`config.mk`:
```
export PLATFORM = sky130hd
export DESIGN_NAME = sweep_sequencer
export DESIGN_NICKNAME = d
export VERILOG_FILES = /design/src/rtl/sweep_sequencer.sv
export SDC_FILE = /design/constraint.sdc
export NUM_CORES = 1
export LEC_CHECK = 0
export CAP_MARGIN = 20
export CORE_MARGIN = 1
export CORE_UTILIZATION = 59
export DETAILED_ROUTE_END_ITERATION = 8
export PLACE_DENSITY = 0.85
export SLEW_MARGIN = 25
export SYNTH_ARGS = -nofsm -noshare
export SYNTH_HDL_FRONTEND = slang
export SYNTH_SLANG_ARGS = --single-unit
```
`constraint.sdc`:
```
create_clock -name CLOCK_IN -period 5.7 [get_ports CLOCK_IN]
set_input_delay 0.855 -clock CLOCK_IN [delete_from_list [all_inputs] [get_ports CLOCK_IN]]
set_output_delay 0.855 -clock CLOCK_IN [all_outputs]
set_load 0.05 [all_outputs]
```
`src/rtl/sweep_sequencer.sv`:
```
// ----------------------------------------------------------------------------
// sweep_sequencer
//   Sequences an external prescaled step counter through one cytometer scan.
//   The counter is cleared, released one step at a time, held while the ADC
//   path captures a sample at each index, and the whole sweep is repeated
//   NUM_SWEEPS times (0 = continuous until ABORT).
//
// Ports
//   CLOCK_IN     system clock
//   RESET        synchronous, active-high reset
//   START        1-cycle pulse, begins a scan (ignored while BUSY)
//   ABORT        stops the scan and returns the counter to 0
//   NUM_SWEEPS   sweeps per scan, latched on an accepted START
//   CNT_DATA     counter current index
//   CNT_ENABLE   counter ENABLE
//   CNT_RESET    counter RESET (only honoured on the counter's prescale tick)
//   SAMPLE_REQ   capture request for SAMPLE_ADDR, held until SAMPLE_ACK
//   SAMPLE_ACK   capture done, only meaningful while SAMPLE_REQ=1
//   SAMPLE_ADDR  index being sampled
//   SWEEP_IDX    current sweep number (0-based, wraps in continuous mode)
//   BUSY         high in every state except IDLE
//   DONE         1-cycle pulse on normal completion
//   ERROR        sticky acknowledge-timeout flag
// ----------------------------------------------------------------------------
module sweep_sequencer #(
  parameter int DATA_W        = 9,
  parameter int SWEEP_W       = 8,
  parameter int SETTLE_CYCLES = 16,
  parameter int ACK_TIMEOUT   = 1024
) (
  input  logic               CLOCK_IN,
  input  logic               RESET,
  input  logic               START,
  input  logic               ABORT,
  input  logic [SWEEP_W-1:0] NUM_SWEEPS,
  input  logic [DATA_W-1:0]  CNT_DATA,
  output logic               CNT_ENABLE,
  output logic               CNT_RESET,
  output logic               SAMPLE_REQ,
  input  logic               SAMPLE_ACK,
  output logic [DATA_W-1:0]  SAMPLE_ADDR,
  output logic [SWEEP_W-1:0] SWEEP_IDX,
  output logic               BUSY,
  output logic               DONE,
  output logic               ERROR
);

  localparam logic [2:0] S_IDLE     = 3'd0;
  localparam logic [2:0] S_CLEAR    = 3'd1;
  localparam logic [2:0] S_RUN      = 3'd2;
  localparam logic [2:0] S_SETTLE   = 3'd3;
  localparam logic [2:0] S_SAMPLE   = 3'd4;
  localparam logic [2:0] S_NEXT     = 3'd5;
  localparam logic [2:0] S_STOPPING = 3'd6;

  localparam int SET_W = $clog2(SETTLE_CYCLES + 1);
  localparam int TO_W  = $clog2(ACK_TIMEOUT + 1);

  localparam logic [SET_W-1:0]  SETTLE_LAST = SET_W'(SETTLE_CYCLES - 1);
  localparam logic [TO_W-1:0]   TO_LAST     = TO_W'(ACK_TIMEOUT - 1);
  localparam logic [DATA_W-1:0] LAST_IDX    = {DATA_W{1'b1}};

  logic [2:0]         state_q,  state_d;
  logic               cnt_en_q, cnt_en_d;
  logic               cnt_rst_q, cnt_rst_d;
  logic               req_q,    req_d;
  logic [DATA_W-1:0]  addr_q,   addr_d;
  logic [SWEEP_W-1:0] sweep_q,  sweep_d;
  logic               busy_q,   busy_d;
  logic               done_q,   done_d;
  logic               err_q,    err_d;
  logic [DATA_W-1:0]  last_q,   last_d;
  logic [SWEEP_W-1:0] nsw_q,    nsw_d;
  logic [SET_W-1:0]   settle_q, settle_d;
  logic [TO_W-1:0]    to_q,     to_d;
  logic               pend_q,   pend_d;   // normal end reached, DONE owed on leaving STOPPING
  logic               abort_ok;

  // ABORT only matters while a scan is in flight and the counter is not
  // already being returned to 0.
  assign abort_ok = ABORT && (state_q != S_IDLE) && (state_q != S_STOPPING);

  always_comb begin
    state_d  = state_q;
    cnt_en_d = cnt_en_q;
    cnt_rst_d = cnt_rst_q;
    req_d    = req_q;
    addr_d   = addr_q;
    sweep_d  = sweep_q;
    done_d   = 1'b0;
    err_d    = err_q;
    last_d   = last_q;
    nsw_d    = nsw_q;
    settle_d = settle_q;
    to_d     = to_q;
    pend_d   = pend_q;

    case (state_q)
      S_IDLE: begin
        if (START && !ABORT) begin
          nsw_d     = NUM_SWEEPS;
          sweep_d   = '0;
          err_d     = 1'b0;
          pend_d    = 1'b0;
          cnt_en_d  = 1'b0;
          cnt_rst_d = 1'b1;
          state_d   = S_CLEAR;
        end
      end
      S_CLEAR: begin
        // The counter only applies RESET on its prescale tick, so wait until
        // the cleared value is actually visible. Index 0 is sampled first.
        if (CNT_DATA == '0) begin
          cnt_rst_d = 1'b0;
          last_d    = '0;
          settle_d  = '0;
          state_d   = S_SETTLE;
        end
      end
      S_RUN: begin
        // Enable drops the cycle after the step is seen; the counter's
        // prescale period (>=2 cycles) guarantees exactly one step.
        if (CNT_DATA != last_q) begin
          cnt_en_d = 1'b0;
          last_d   = CNT_DATA;
          settle_d = '0;
          state_d  = S_SETTLE;
        end
      end
      S_SETTLE: begin
        if (settle_q == SETTLE_LAST) begin
          req_d   = 1'b1;
          addr_d  = last_q;
          to_d    = '0;
          state_d = S_SAMPLE;
        end else begin
          settle_d = settle_q + SET_W'(1);
        end
      end
      S_SAMPLE: begin
        if (SAMPLE_ACK) begin
          req_d   = 1'b0;
          state_d = S_NEXT;
        end else if (to_q == TO_LAST) begin
          req_d     = 1'b0;
          err_d     = 1'b1;
          cnt_rst_d = 1'b1;
          state_d   = S_STOPPING;
        end else begin
          to_d = to_q + TO_W'(1);
        end
      end
      S_NEXT: begin
        if (last_q != LAST_IDX) begin
          cnt_en_d = 1'b1;
          state_d  = S_RUN;
        end else if ((nsw_q != '0) && (sweep_q == nsw_q - SWEEP_W'(1))) begin
          pend_d    = 1'b1;
          cnt_rst_d = 1'b1;
          state_d   = S_STOPPING;
        end else begin
          // Counter wraps LAST_IDX -> 0; RUN sees the change and samples 0.
          sweep_d  = sweep_q + SWEEP_W'(1);
          cnt_en_d = 1'b1;
          state_d  = S_RUN;
        end
      end
      S_STOPPING: begin
        cnt_en_d  = 1'b0;
        cnt_rst_d = 1'b1;
        if (CNT_DATA == '0) begin
          cnt_rst_d = 1'b0;
          done_d    = pend_q;
          pend_d    = 1'b0;
          state_d   = S_IDLE;
        end
      end
      default: begin
        state_d = S_IDLE;
      end
    endcase

    // ABORT wins over ACK, timeout and sweep advance in the same cycle.
    if (abort_ok) begin
      req_d     = 1'b0;
      cnt_en_d  = 1'b0;
      cnt_rst_d = 1'b1;
      pend_d    = 1'b0;
      err_d     = err_q;
      sweep_d   = sweep_q;
      state_d   = S_STOPPING;
    end

    busy_d = (state_d != S_IDLE);
  end

  always_ff @(posedge CLOCK_IN) begin
    if (RESET) begin
      state_q   <= S_IDLE;
      cnt_en_q  <= 1'b0;
      cnt_rst_q <= 1'b0;
      req_q     <= 1'b0;
      addr_q    <= '0;
      sweep_q   <= '0;
      busy_q    <= 1'b0;
      done_q    <= 1'b0;
      err_q     <= 1'b0;
      last_q    <= '0;
      nsw_q     <= '0;
      settle_q  <= '0;
      to_q      <= '0;
      pend_q    <= 1'b0;
    end else begin
      state_q   <= state_d;
      cnt_en_q  <= cnt_en_d;
      cnt_rst_q <= cnt_rst_d;
      req_q     <= req_d;
      addr_q    <= addr_d;
      sweep_q   <= sweep_d;
      busy_q    <= busy_d;
      done_q    <= done_d;
      err_q     <= err_d;
      last_q    <= last_d;
      nsw_q     <= nsw_d;
      settle_q  <= settle_d;
      to_q      <= to_d;
      pend_q    <= pend_d;
    end
  end

  assign CNT_ENABLE  = cnt_en_q;
  assign CNT_RESET   = cnt_rst_q;
  assign SAMPLE_REQ  = req_q;
  assign SAMPLE_ADDR = addr_q;
  assign SWEEP_IDX   = sweep_q;
  assign BUSY        = busy_q;
  assign DONE        = done_q;
  assign ERROR       = err_q;

endmodule
```
==> out/qor.json, run 1 <==
{
  "run_status": "complete, no violations",
  "setup.worst_path.class": "primary input to flip-flop",
  "ys_seq_area_share_pct": 37.8,
  "clk_pin_slew_ns": 0.06,
  "power_density_mw_per_mm2": 349,
  "synth.avg_cell_area_um2": 8.22,
  "least_margin_pin_slew_ns": 0.987,
  "cts_tree": "done",
  "period_needed_ns": 2.68,
  "synth_enable_flop_cells": 0,
  "cts.repair_timing.setup_buffer_count": 0,
  "static_leakage_power_nw": 1.38,
  "hold_path.class": "flip-flop to flip-flop",
  "synth_top_cells_by_area": "sky130_fd_sc_hd__dfxtp_1 (38%), sky130_fd_sc_hd__nand2_1 (6.7%), sky130_fd_sc_hd__a21oi_1 (6.0%), sky130_fd_sc_hd__xnor2_1 (5.8%), sky130_fd_sc_hd__nor2_1 (3.8%)",
  "ctsHtreeMaxLevel": 3,
  "kind_of_launch_point_of_the_worst_setup_path": "primary input",
  "fp.dieArea_mm2": 0.00569,
  "route.detailed.drc": 0,
  "finalNetCount": 456,
  "total_switching_power_mw": 0.469,
  "std_cell_rows": 26,
  "cell_internal_pwr_mw": 0.877,
  "setup_slack_ns": 3.02,
  "finalHoldViolations": 0,
  "synth_area_mm2": 0.00318,
  "required_ns": 5.92,
  "dr.first_iter.drc_count": 195,
  "antenna_violating_nets_post_route": 0,
  "min_period_over_period_pct": 47.0,
  "io_pins": 45,
  "place_ws_ns": 2.71,
  "post-synth-top-area-cell": "sky130_fd_sc_hd__dfxtp_1",
  "max_cap_viols": 0,
  "start_util_pct": 61.9,
  "mostFrequentLayoutCell": "sky130_fd_sc_hd__dfxtp_1",
  "post_drt_via_cell_ratio": 5.93,
  "antenna_found_initial": 0,
  "number_of_instances_resized_during_post_cts_repair": 0,
  "post_route_cells_drive_above_1_share_pct": 6.26,
  "cts_sinks": 60,
  "numCtsBuffers": 9,
  "rsz0062_at_grt": "no",
  "ctsRootBufferMaster": "sky130_fd_sc_hd__clkbuf_8",
  "first_global_vias": 2732,
  "grt_overflow_total": 0,
  "max_slew_margin_pct": 33.7,
  "clkLatencyLatePin_ns": 0.34,
  "synth-warning-count": 0,
  "clock_power_share_pct": 30.1,
  "clock-skew-final_ns": 0.0116,
  "first_pass_iters": 5,
  "fin_total_pwr_mw": 1.35,
  "finalSetupViolations": 0,
  "totalNegativeSetupSlack_ns": 0,
  "synth_largest_type_area_fraction_pct": 37.8,
  "finalMaxSlewViolations": 0,
  "port_buffers": 44,
  "grt_pass1_wl_um": 12300,
  "endpoint_kind": "flip-flop",
  "irDropWorstVdd_mv": 0.191,
  "utilization_pct": 75.0,
  "grt-busiest-layer": "met2",
  "critical_path_arrival_ns": 2.90,
  "dpl.hpwl_um": 5280,
  "grt_use_met2_pct": 48.3,
  "power_switching_share_pct": 34.9,
  "gr-usage-met3_pct": 6.22,
  "die_h_um": 75.4,
  "gp_congestion": 0.873,
  "postRouteWirelength_um": 7540,
  "floorplan.core_area_mm2": 0.00514,
  "area_growth_syn_to_layout_pct": 21.2,
  "yosys_most_used_dff": "sky130_fd_sc_hd__dfxtp_1",
  "most_frequent_cells_in_the_layout": "sky130_fd_sc_hd__dfxtp_1 (60), sky130_fd_sc_hd__nand2_1 (57), sky130_fd_sc_hd__clkdlybuf4s50_1 (44)",
  "max_freq_mhz": 374,
  "grtUsageTotal_pct": 28.6,
  "worstPathMaxFanout": 6,
  "synth_nets": 415,
  "grt_max_degree": 49,
  "comb_power_share_pct": 29.8,
  "wire_per_inst_um": 15.1,
  "route.vias.total": 2971,
  "clk_path_buf_depth": 2,
  "cts_hold_buffers": 0,
  "yosysUniqueCellTypes": 56,
  "diodes": 0,
  "power.sequential.fraction_pct": 40.1,
  "synth_async_sr_flop_share_pct": 0,
  "chipWidth_um": 75.4,
  "met1_usage_pct": 35.0,
  "netlist_instances": 387,
  "yosys_register_bits": 60
}
-- path summary, 6_finish.rpt --
kind	start	endpoint	slack, ns	cells after the start
worst min-delay path	SAMPLE_ADDR[1]	SAMPLE_ADDR[1]	0.45	2
worst max-delay path	CNT_DATA[3]	settle_q[0]	3.02	7
worst min register to register	SAMPLE_ADDR[1]	SAMPLE_ADDR[1]	0.45	2
worst max register to register	state_q[2]	to_q[8]	3.17	6
-- stage by stage --
stage               hold WS [ns]  std cells  instance area [µm²]
finish                     0.454        501                 3860
global route               0.476        501                 3860
CTS                        0.458        501                 3860
detailed placement         0.449        487                 3650
global placement           0.442        487                 3650
floorplan                  0.433        387                 3180
-- logic make-up (layout without fill, tap and decap cells) --
kind of cell	Yosys count	in the layout	share of synthesized area, %
AND/OR/NAND/NOR	177	177	28.4
AO/OA/AOI/OAI	83	83	17.0
flip-flops	60	60	37.8
XOR/XNOR	29	29	7.99
buffers and inverters	22	66	3.11
multiplexers	10	10	3.38
adder cells (fa/ha/maj)	6	6	2.36
-- state kept, by name (all words and copies together) (netlist names), 3 cells and up --
| register | count |
|---|---|
| nsw_q | 8 |
| settle_q | 5 |
| to_q | 11 |
| state_q | 3 |
| SWEEP_IDX | 8 |
| SAMPLE_ADDR | 9 |
| last_q | 9 |
-- layer usage --
| layer | vias to the layer above | wire (µm) |
|---|---|---|
| li1 | 1464 | - |
| met1 | 1402 | 3400 |
| met2 | 88 | 3650 |
| met3 | 17 | 322 |
| met4 | 0 | 166 |
| met5 | - | 0 |
-- synthesized netlist by cell type, types with 4 or more instances --
cell                       instances
sky130_fd_sc_hd__nand2b_1          8
sky130_fd_sc_hd__mux2i_1           7
sky130_fd_sc_hd__a21oi_1          38
sky130_fd_sc_hd__ha_1              6
sky130_fd_sc_hd__dfxtp_1          60
sky130_fd_sc_hd__xnor2_1          21
sky130_fd_sc_hd__buf_2             4
sky130_fd_sc_hd__o21ai_0           6
sky130_fd_sc_hd__nor3b_1           5
sky130_fd_sc_hd__and3_1            7
sky130_fd_sc_hd__a31oi_1           9
sky130_fd_sc_hd__nor2b_1           6
sky130_fd_sc_hd__nand2_1          57
sky130_fd_sc_hd__xor2_1            8
sky130_fd_sc_hd__nor3_1           15
sky130_fd_sc_hd__nand3_1          16
sky130_fd_sc_hd__a22o_1            9
sky130_fd_sc_hd__or3_1            10
sky130_fd_sc_hd__nand4_1           4
sky130_fd_sc_hd__inv_1             6
sky130_fd_sc_hd__clkbuf_1          7
sky130_fd_sc_hd__nor2_1           32
-- layout make-up --
class / instances / area, µm²
Multi-Input combinational cell: 305 / 1880
Fill cell: 416 / 1280
Sequential cell: 60 / 1200
Timing Repair Buffer: 46 / 455
Clock buffer: 13 / 179
Tap cell: 70 / 87.6
Clock inverter: 1 / 30.0
Inverter: 6 / 22.5
-- critical path, cell delays in order --
cell and delay (ns):
sky130_fd_sc_hd__clkdlybuf4s50_1 0.46, sky130_fd_sc_hd__nor4_1 0.48, sky130_fd_sc_hd__a41oi_1 0.17, sky130_fd_sc_hd__nand2b_1 0.17, sky130_fd_sc_hd__a21oi_1 0.42, sky130_fd_sc_hd__nor2_1 0.07, sky130_fd_sc_hd__mux2_2 0.27
-- power groups by stage --
stage	sequential, mW	combinational (mW)	clock (mW)
final	0.540	0.401	0.406
after global routing	0.549	0.444	0.426
after CTS	0.537	0.400	0.410
after detailed placement	0.546	0.398	0
after global placement	0.544	0.391	0
after floorplan	0.534	0.310	0
Power figures use the tool's default switching activity.
==> inputs of run 2 (changes only) <==
--- a/config.mk
+++ b/config.mk
@@ -7,9 +7,9 @@
 export LEC_CHECK = 0
 export CAP_MARGIN = 20
 export CORE_MARGIN = 1
-export CORE_UTILIZATION = 59
+export CORE_UTILIZATION = 55
 export DETAILED_ROUTE_END_ITERATION = 8
-export PLACE_DENSITY = 0.85
+export PLACE_DENSITY = 0.8
 export SLEW_MARGIN = 25
 export SYNTH_ARGS = -nofsm -noshare
 export SYNTH_HDL_FRONTEND = slang
==> constraint.sdc (replaced) <==
create_clock -name CLOCK_IN -period 2.65 [get_ports CLOCK_IN]
set_input_delay 0.3975 -clock CLOCK_IN [delete_from_list [all_inputs] [get_ports CLOCK_IN]]
set_output_delay 0.3975 -clock CLOCK_IN [all_outputs]
set_load 0.05 [all_outputs]
==> run 2 against run 1 <==
First-iteration DRC count grew 12%. Largest power group unchanged. Non-clock buffer count grew 8. Power grew 120%. Utilization shrank 4.3 points. Highest routed layer unchanged. Cell count grew 2.2%. Sequential cell count is the same. Die area grew 7.1%. Register-to-register slack lost 2.9 ns. Routed wire length grew 4.6%. Clock-buffer cell count grew 1.
==> out/qor.json, run 2 (synthesis results as in run 1) <==
{
  "post_drt_via_cell_ratio": {"value": 5.93, "change": "about the same"},
  "diodes": {"value": 0, "change": "unchanged"},
  "ff2ff_path_depth": {"value": 8, "change": "+2"},
  "r2r_setup_slack": {"value": 0.28, "unit": "ns", "change": "-2.89 ns"},
  "min_period_over_period_pct": 89.3,
  "dr.first_iter.drc_count": {"value": 218, "change": "+12%"},
  "regToRegStartpoint": "settle_q[0]",
  "clkLatencyLatePin": {"value": 0.34, "unit": "ns", "change": "about the same"},
  "ctsHtreeMaxLevel": {"value": 3, "change": "unchanged"},
  "die_h": {"value": 78.0, "unit": "µm", "change": "+3.5%"},
  "layout.filler_cells": {"value": 468, "change": "+13%"},
  "period_needed_ns": 2.37,
  "largest_register_ff_count": {"value": 11, "change": "unchanged"},
  "multi_input_comb_area": {"value": 0.00189, "unit": "mm²", "change": "+0.27%"},
  "ctsRootBufferMaster": "sky130_fd_sc_hd__clkbuf_8",
  "max_freq_mhz": 423,
  "clock_power_share": {"value": 29.4, "unit": "%", "change": "-0.7 points"},
  "clk_pin_slew": {"value": 0.06, "unit": "ns", "change": "about the same"},
  "endpoint_kind": "flip-flop",
  "floorplan.core_area": {"value": 0.00554, "unit": "mm²", "change": "+7.8%"},
  "post_route_cells_drive_above_1_share": {"value": 7.95, "unit": "%", "change": "+1.7 points"},
  "setup.worst_path.class": "flip-flop to flip-flop",
  "max_cap_viols": {"value": 0, "change": "unchanged"},
  "power_density": {"value": 750, "unit": "mW/mm²", "change": "+110%"},
  "postRouteWirelength": {"value": 7890, "unit": "µm", "change": "+4.6%"},
  "io_pins": {"value": 45, "change": "unchanged"},
  "min_delay_worst_endpoint": "SAMPLE_ADDR[1]",
  "finalSetupViolations": {"value": 0, "change": "unchanged"},
  "cts.repair_timing.setup_buffer_count": {"value": 0, "change": "unchanged"},
  "critical_path_arrival": {"value": 2.59, "unit": "ns", "change": "-0.31 ns"},
  "numCtsBuffers": {"value": 9, "change": "unchanged"},
  "chipWidth": {"value": 78.0, "unit": "µm", "change": "+3.5%"},
  "required": {"value": 2.87, "unit": "ns", "change": "-3.05 ns"},
  "antenna_found_initial": {"value": 0, "change": "unchanged"},
  "worstPathMaxFanout": {"value": 11, "change": "+5"},
  "dpl.hpwl": {"value": 5350, "unit": "µm", "change": "+1.3%"},
  "finalMaxSlewViolations": {"value": 0, "change": "unchanged"},
  "finalNetCount": {"value": 464, "change": "+1.8%"},
  "grt_pass1_wl": {"value": 13400, "unit": "µm", "change": "+8.6%"},
  "kind_of_launch_point_of_the_worst_setup_path": "flip-flop",
  "footprint_of_the_flip_flops_and_latches": {"value": 0.00120, "unit": "mm²", "change": "unchanged"},
  "grt_overflow_total": {"value": 0, "change": "unchanged"},
  "power.sequential.fraction": {"value": 38.2, "unit": "%", "change": "-1.9 points"},
  "largest-register": "to_q",
  "finalHoldViolations": {"value": 0, "change": "unchanged"},
  "utilization": {"value": 70.7, "unit": "%", "change": "-4.3 points"},
  "least_margin_pin_slew": {"value": 0.787, "unit": "ns", "change": "-0.199 ns"},
  "comb_power_share": {"value": 32.4, "unit": "%", "change": "+2.6 points"},
  "whs_path_depth": {"value": 2, "change": "unchanged"},
  "route.vias.total": {"value": 3036, "change": "+2.2%"},
  "cell_internal_pwr": {"value": 1.90, "unit": "mW", "change": "+120%"},
  "cts_tree": "done",
  "port_buffers": {"value": 44, "change": "unchanged"},
  "run_status": "complete, no violations",
  "rr_endpoint": "to_q[9]",
  "most_frequent_cells_in_the_layout": "sky130_fd_sc_hd__dfxtp_1 (60), sky130_fd_sc_hd__nand2_1 (57), sky130_fd_sc_hd__clkdlybuf4s50_1 (44)",
  "totalNegativeSetupSlack": {"value": 0, "unit": "ns", "change": "unchanged"},
  "total_switching_power": {"value": 1.04, "unit": "mW", "change": "+120%"},
  "start_util": {"value": 57.4, "unit": "%", "change": "-4.5 points"},
  "first_pass_iters": {"value": 4, "change": "-1"},
  "power_switching_share": {"value": 35.4, "unit": "%", "change": "+0.54 points"},
  "max_slew_margin": {"value": 47.5, "unit": "%", "change": "+14 points"},
  "gp_congestion": {"value": 0.907, "change": "+3.9%"},
  "fp.dieArea": {"value": 0.00609, "unit": "mm²", "change": "+7.1%"},
  "irDropWorstVdd": {"value": 0.435, "unit": "mV", "change": "+130%"},
  "cts_hold_buffers": {"value": 0, "change": "unchanged"},
  "first_global_vias": {"value": 2878, "change": "+5.3%"},
  "mostFrequentLayoutCell": "sky130_fd_sc_hd__dfxtp_1",
  "static_leakage_power": {"value": 1.41, "unit": "nW", "change": "+2.6%"},
  "area_growth_syn_to_layout_pct": 23.2,
  "wire_per_inst": {"value": 15.4, "unit": "µm", "change": "+2.4%"},
  "hold_path.class": "flip-flop to flip-flop",
  "grt_max_degree": {"value": 48, "change": "-2.0%"},
  "clk_path_buf_depth": {"value": 2, "change": "unchanged"},
  "rsz0062_at_grt": "no",
  "timing.hold.worst.start": "SAMPLE_ADDR[1]",
  "route.detailed.drc": {"value": 0, "change": "unchanged"},
  "clock-skew-final": {"value": 0.00537, "unit": "ns", "change": "-0.00623 ns"},
  "std_cell_rows": {"value": 27, "change": "+3.8%"},
  "grtUsageTotal": {"value": 28.0, "unit": "%", "change": "-0.64 points"},
  "number_of_instances_resized_during_post_cts_repair": {"value": 0, "change": "unchanged"},
  "antenna_violating_nets_post_route": {"value": 0, "change": "unchanged"},
  "cts_sinks": {"value": 60, "change": "unchanged"}
}
## run 2: area by class of cell
| type | count | area share (%) |
|---|---|---|
| clock buffer | 14 | 4.41 |
| clock inverter | 1 | 0.767 |
| inverter | 6 | 0.575 |
| multi-input combinational | 305 | 48.1 |
| sequential | 60 | 30.7 |
| tap | 72 | 2.30 |
| timing repair buffer | 54 | 13.2 |
## run 2: per-layer routing
layer	vias up	GRT usage (%)	part of all wire (%)
met5	-	0	0
met4	0	15.0	1.7
met3	13	5.58	6.2
met2	108	45.4	48
met1	1438	34.8	44
li1	1477	-	-
## run 2: power by group through the flow
stage / Clock, mW / Sequential, mW / Combinational (mW)
after floorplan: 0 / 1.15 / 0.666
after global placement: 0 / 1.13 / 0.908
after detailed placement: 0 / 1.14 / 0.926
after CTS: 0.867 / 1.12 / 0.939
after global routing: 0.914 / 1.14 / 1.04
final: 0.863 / 1.12 / 0.951
## run 2: through the flow
| stage | setup slack, ns | std cells | total power [mW] | area (µm²) | hold WS (ns) |
|---|---|---|---|---|---|
| floorplan | 0.538 | 387 | 1.82 | 3180 | 0.433 |
| global placement | 0.253 | 497 | 2.04 | 3710 | 0.443 |
| detailed placement | 0.202 | 497 | 2.06 | 3710 | 0.446 |
| CTS | 0.294 | 512 | 2.92 | 3910 | 0.455 |
| global route | 0.114 | 512 | 3.10 | 3920 | 0.473 |
| finish | 0.284 | 512 | 2.94 | 3920 | 0.453 |
## run 2: critical path, stage by stage, from the launching register on
cell,delay [ns]
sky130_fd_sc_hd__dfxtp_1,0.34
sky130_fd_sc_hd__ha_1,0.22
sky130_fd_sc_hd__and3_1,0.19
sky130_fd_sc_hd__ha_1,0.25
sky130_fd_sc_hd__and3_1,0.21
sky130_fd_sc_hd__a21oi_1,0.62
sky130_fd_sc_hd__nor3_1,0.19
sky130_fd_sc_hd__xnor2_1,0.17
sky130_fd_sc_hd__nor2_1,0.05
## run 2: how the worst max path moves through the flow
stage | from | endpoint | slack (ns) | depth (start not counted)
5_1_grt | settle_q[0] | to_q[9] | 0.11 | 8
3_5_place_dp | CNT_DATA[4] | CNT_RESET | 0.20 | 7
6_report | settle_q[0] | to_q[9] | 0.28 | 8
2_1_floorplan | SWEEP_IDX[5] | SWEEP_IDX[0] | 0.54 | 6
3_3_place_gp | CNT_DATA[4] | CNT_RESET | 0.25 | 7
4_1_cts | settle_q[0] | to_q[9] | 0.29 | 8
